### config.mk
export PLATFORM = sky130hd
export DESIGN_NAME = nbbpu_controller
export DESIGN_NICKNAME = d
export VERILOG_FILES = /design/src/rtl/nbbpu_controller.sv
export SDC_FILE = /design/constraint.sdc
export NUM_CORES = 1
export LEC_CHECK = 0
export BUFFER_PORTS_ARGS = -buffer_cell sky130_fd_sc_hd__buf_2
export CORE_MARGIN = 2
export CORE_UTILIZATION = 48
export DETAILED_ROUTE_END_ITERATION = 6
export PLACE_DENSITY = 0.77
export SYNTH_ARGS = -nofsm -noshare
export SYNTH_HDL_FRONTEND = slang
export SYNTH_SLANG_ARGS = --single-unit
### constraint.sdc
create_clock -name clock -period 3.63 [get_ports clock]
set_clock_uncertainty 0.15 [all_clocks]
set_input_delay 0.1815 -clock clock [delete_from_list [all_inputs] [get_ports clock]]
set_output_delay 0.1815 -clock clock [all_outputs]
set_load 0.03 [all_outputs]
### src/rtl/nbbpu_controller.sv
//------------------------------------------------------------------------------
// nbbpu_controller: multi-cycle fetch/decode/execute/memory/writeback sequencer
// Revision: 1.0
//------------------------------------------------------------------------------
`default_nettype none

module nbbpu_controller #(
  parameter int TIMEOUT_CYCLES = 255
) (
  input  logic        clock,
  input  logic        reset,
  output logic        instr_req,
  input  logic        instr_ready,
  input  logic [15:0] instr_data,
  output logic [15:0] instruction,
  input  logic        alu_z0,
  output logic        data_req,
  output logic        data_we,
  input  logic        data_ready,
  output logic        reg_write,
  output logic        pc_enable,
  output logic        pc_select,
  output logic        halted,
  output logic        fault,
  output logic [2:0]  state
);

  localparam int          CNT_W      = (TIMEOUT_CYCLES < 2) ? 1 : $clog2(TIMEOUT_CYCLES + 1);
  localparam logic [31:0] TIMEOUT_U  = 32'(TIMEOUT_CYCLES);

  localparam logic [2:0] S_IDLE      = 3'd0;
  localparam logic [2:0] S_FETCH     = 3'd1;
  localparam logic [2:0] S_DECODE    = 3'd2;
  localparam logic [2:0] S_EXECUTE   = 3'd3;
  localparam logic [2:0] S_MEMORY    = 3'd4;
  localparam logic [2:0] S_WRITEBACK = 3'd5;
  localparam logic [2:0] S_HALT      = 3'd6;
  localparam logic [2:0] S_FAULT     = 3'd7;

  localparam logic [3:0] OP_JUMP  = 4'h8;
  localparam logic [3:0] OP_BR0   = 4'h9;
  localparam logic [3:0] OP_BR1   = 4'hA;
  localparam logic [3:0] OP_RSVD  = 4'hB;
  localparam logic [3:0] OP_LOAD  = 4'hC;
  localparam logic [3:0] OP_STORE = 4'hD;

  logic [2:0]       state_q,  state_d;
  logic [15:0]      instr_q,  instr_d;
  logic             branch_q, branch_d;
  logic [CNT_W-1:0] wait_q,   wait_d;

  logic [3:0] opcode;
  logic       is_branch;
  logic       is_mem;
  logic       timeout_hit;

  assign opcode    = instr_q[15:12];
  assign is_branch = (opcode == OP_BR0) || (opcode == OP_BR1);
  assign is_mem    = (opcode == OP_LOAD) || (opcode == OP_STORE);

  // Fires on the wait cycle that would bring the count up to the limit.
  assign timeout_hit = (TIMEOUT_U != 32'd0) && ((32'(wait_q) + 32'd1) == TIMEOUT_U);

  always_ff @(posedge clock) begin
    if (reset) begin
      state_q  <= S_IDLE;
      instr_q  <= 16'h0000;
      branch_q <= 1'b0;
      wait_q   <= '0;
    end else begin
      state_q  <= state_d;
      instr_q  <= instr_d;
      branch_q <= branch_d;
      wait_q   <= wait_d;
    end
  end

  // Wait counter defaults to zero, so it is already clear on entry to FETCH/MEMORY.
  always_comb begin
    state_d  = state_q;
    instr_d  = instr_q;
    branch_d = branch_q;
    wait_d   = '0;
    case (state_q)
      S_IDLE: state_d = S_FETCH;
      S_FETCH: begin
        if (instr_ready) begin
          instr_d = instr_data;
          state_d = S_DECODE;
        end else if (timeout_hit) begin
          state_d = S_FAULT;
        end else begin
          wait_d = wait_q + CNT_W'(1);
        end
      end
      S_DECODE: state_d = (opcode == OP_RSVD) ? S_HALT : S_EXECUTE;
      S_EXECUTE: begin
        if (is_branch) begin
          branch_d = alu_z0;
        end
        state_d = is_mem ? S_MEMORY : S_WRITEBACK;
      end
      S_MEMORY: begin
        if (data_ready) begin
          state_d = S_WRITEBACK;
        end else if (timeout_hit) begin
          state_d = S_FAULT;
        end else begin
          wait_d = wait_q + CNT_W'(1);
        end
      end
      S_WRITEBACK: state_d = S_FETCH;
      default: state_d = state_q;
    endcase
  end

  always_comb begin
    instr_req = 1'b0;
    data_req  = 1'b0;
    data_we   = 1'b0;
    reg_write = 1'b0;
    pc_enable = 1'b0;
    pc_select = 1'b0;
    halted    = 1'b0;
    fault     = 1'b0;
    case (state_q)
      S_FETCH: instr_req = 1'b1;
      S_MEMORY: begin
        data_req = 1'b1;
        data_we  = (opcode == OP_STORE);
      end
      S_WRITEBACK: begin
        pc_enable = 1'b1;
        reg_write = !(is_branch || (opcode == OP_STORE));
        pc_select = (opcode == OP_JUMP) || (is_branch && branch_q);
      end
      S_HALT: halted = 1'b1;
      S_FAULT: begin
        halted = 1'b1;
        fault  = 1'b1;
      end
      default: ;
    endcase
  end

  assign state       = state_q;
  assign instruction = instr_q;

endmodule

`default_nettype wire

==> impl_metrics.env <==
export IMPL_numCtsBuffers=3
export IMPL_track_usage_pct=21.87
export IMPL_drt_iter0_drc=83
export IMPL_area_sequential_sq_um=560.5
export IMPL_synth_largest_area_cell="dfxtp_1"
export IMPL_drt_first_pass_iters=4
export IMPL_grt_pass1_wl_um=5989
export IMPL_crit_slowest_cell="dfxtp_1"
export IMPL_cts_sinks=28
export IMPL_grt_overflow=0
export IMPL_use_met1_pct=29.70
export IMPL_num_rows=19
export IMPL_synthMuxAreaShare_pct=0.6944
export IMPL_synth_xor_area_share_pct=2.431
export IMPL_period_needed_ns=2.221
export IMPL_max_cap_viol_count=0
export IMPL_routabilityCongestion=0.8149
export IMPL_syn_avg_cell_area_sq_um=8.052
export IMPL_grt_max_degree=26
export IMPL_synth_top_family_by_area="simple AND/OR/NAND/NOR gates"
export IMPL_area_growth_pct=31.60
export IMPL_io_pins=48
export IMPL_die_h_um=58.80
export IMPL_rsz0062_at_grt="false"
export IMPL_syn_inst=179
export IMPL_clockRootBuffer="clkbuf_4"
export IMPL_synth_area_leaders="dfxtp_1, nand2_1, a21oi_1"
export IMPL_syn_cell_area_sq_mm=0.001441
export IMPL_io_buffers=47
export IMPL_worstSetupStartpointType="flop"
export IMPL_tightest_slew_ns=0.5091
export IMPL_grt_use_met2_pct=34.92
export IMPL_num_vias=1469
export IMPL_finalWirelength_um=3490
export IMPL_synth_distinct_cells=46
export IMPL_clk_pin_slew_ns=0.15
export IMPL_first_global_vias=1346
export IMPL_synth_top_area_share_pct=38.89
export IMPL_synth_compound_area_share_pct=22.22
export IMPL_synth_nets=202
export IMPL_busiest_layer="met2"
export IMPL_max_stage_delay_ns=0.59
export IMPL_setup_viol=0
export IMPL_cp_arrival_ns=1.89
export IMPL_antenna_found_initial=0
export IMPL_yosys_top_cells_count="nand2_1, dfxtp_1, a21oi_1"
export IMPL_synthSimpleGateAreaFrac_pct=28.39
export IMPL_setup_tns_ns=0
export IMPL_max_slew_margin_rel_pct=65.98
export IMPL_multi_input_area_sq_um=805.8
export IMPL_vdd_drop_max_mv=0.3077
export IMPL_critPathMaxFanout=13
export IMPL_async_flop_share_pct=0
export IMPL_detailed_place_area_sq_mm=0.001674
export IMPL_cts_tree="done"
export IMPL_die_x_um=58.80
export IMPL_drv_slew=0
export IMPL_fin_crit_sh_pct=61.17
export IMPL_powerDensity_mw_per_mm2=346.5
export IMPL_drive_gt1_share_pct=24.79
export IMPL_cts_buffer_depth=2
export IMPL_synth_edf_count=0
export IMPL_worstSetupPathType="flop to output port"
export IMPL_wl_per_cell_um=12.97
export IMPL_worstPathCellList="or3b_2, nor3_1, buf_2"
export IMPL_crit_buf_inv=1
export IMPL_p_leak_nw=0.8309
export IMPL_ys_seq_elements=28
export IMPL_die_area_sq_mm=0.003457
export IMPL_drtAntennaViolNets=0
export IMPL_htree_levels=1
export IMPL_drc=0
export IMPL_antenna_cells=0
export IMPL_viasPerCell=5.461
export IMPL_synth_seq_area_share_pct=38.89
export IMPL_crit_family="simple AND/OR/NAND/NOR gates"
export IMPL_cts_setup_buffers=0
export IMPL_run_status="complete, no violations"
export IMPL_synthFlopType="dfxtp_1"
export IMPL_critPathCaptureType="output port"
export IMPL_required_ns=3.30
export IMPL_max_freq_mhz=450.3
export IMPL_initial_core_util_pct=51.38
export IMPL_final_nets=262
export IMPL_core_sq_mm=0.002805
export IMPL_synthAdderAreaFrac_pct=1.736
export IMPL_hold_path_class="input port to flop"
export IMPL_synth_most_common_cell="nand2_1"
export IMPL_grt_util_met3_pct=6.593
export IMPL_n_fill_cell=242
export IMPL_fin_area_sq_mm=0.001897
export IMPL_clkLatencyLatePin_ns=0.33
export IMPL_finalHoldViolCount=0
export IMPL_power_mw=0.6573
export IMPL_dpl_hpwl_um=2194
export IMPL_yosysWarnings=0
[power breakdown]
part / switching, mW / leakage, nW / internal, mW
Combinational: 0.0678 / 0.575 / 0.0492
Clock: 0.0923 / 0.0279 / 0.112
Sequential: 0.0163 / 0.228 / 0.320
Total: 0.176 / 0.831 / 0.481
[cell type report]
type                    count  share of cell area (%)
clock buffers               3                   1.187
inverters                   5                  0.9894
repair buffers             66                   22.16
multi-input cells         135                   42.48
flip-flops and latches     28                   29.55
clock inverters             1                   1.583
well taps                  31                   2.045
[layout by cell type (no fill, tap or decap), types with 2 or more instances in the layout]
master,instances
nand3_1,2
ha_1,2
xnor2_1,2
nand2_1,39
nand2b_1,6
clkbuf_4,3
dfxtp_1,28
a31o_2,3
dlygate4sd3_1,17
inv_1,5
nor2_1,8
buf_4,2
nand3b_1,2
xor2_1,2
buf_2,47
nor2b_1,2
a21boi_0,2
a31oi_1,2
a311oi_1,8
o21ai_0,2
a21oi_1,22
and2_1,2
nor3b_1,2
nor3_1,4
[what timing repair did]
item | 4_1_cts | 5_1_grt
endpoints found under the hold margin | 17 | 0
resized for setup | 0 | 0
hold buffers | 17 | 0
[per-stage QoR]
step           hold WS (ns)  util [%]  cells  worst slack (ns)
2_1_floorplan        0.1675         -    179             1.196
3_3_place_gp         0.2707     59.68    248             1.654
3_5_place_dp         0.2743     59.68    248             1.653
4_1_cts              0.1048     67.62    269             1.398
5_1_grt              0.1077     67.62    269             1.281
6_report             0.1046     67.62    269             1.409
[sequential cells by signal, indices dropped and copies added (netlist names)]
register     flops
instruction     16
wait_q           8
state            3
branch_q         1
[per-layer routing]
metal / wire length (um) / share of wire (%)
met5: 0 / 0
met4: 29 / 0.83
met3: 190 / 5.4
met2: 1692 / 48
met1: 1577 / 45
[logic make-up (layout without fill, tap and decap cells)]
kind of cell / count (synthesis) / count (layout)
and+or+nand+nor: 80 / 80
DFF: 28 / 28
muxes: 1 / 1
buffers and inverters: 16 / 75
xor gates and xnor gates: 4 / 4
adders and majority gates: 2 / 2
AOI/OAI and AO/OA: 48 / 48
[path summary, 6_finish.rpt]
kind | startpoint | endpoint | slack (ns) | depth (start not counted)
max | state[2]$_SDFFE_PP0P_ | data_we | 1.41 | 3
min | reset | branch_q$_SDFFE_PP0P_ | 0.10 | 2
max reg2reg | wait_q[0]$_SDFF_PP0_ | wait_q[7]$_SDFF_PP0_ | 1.60 | 5
min reg2reg | instruction[0]$_SDFFE_PP0P_ | instruction[0]$_SDFFE_PP0P_ | 0.32 | 2
Power figures use the tool's default switching activity.
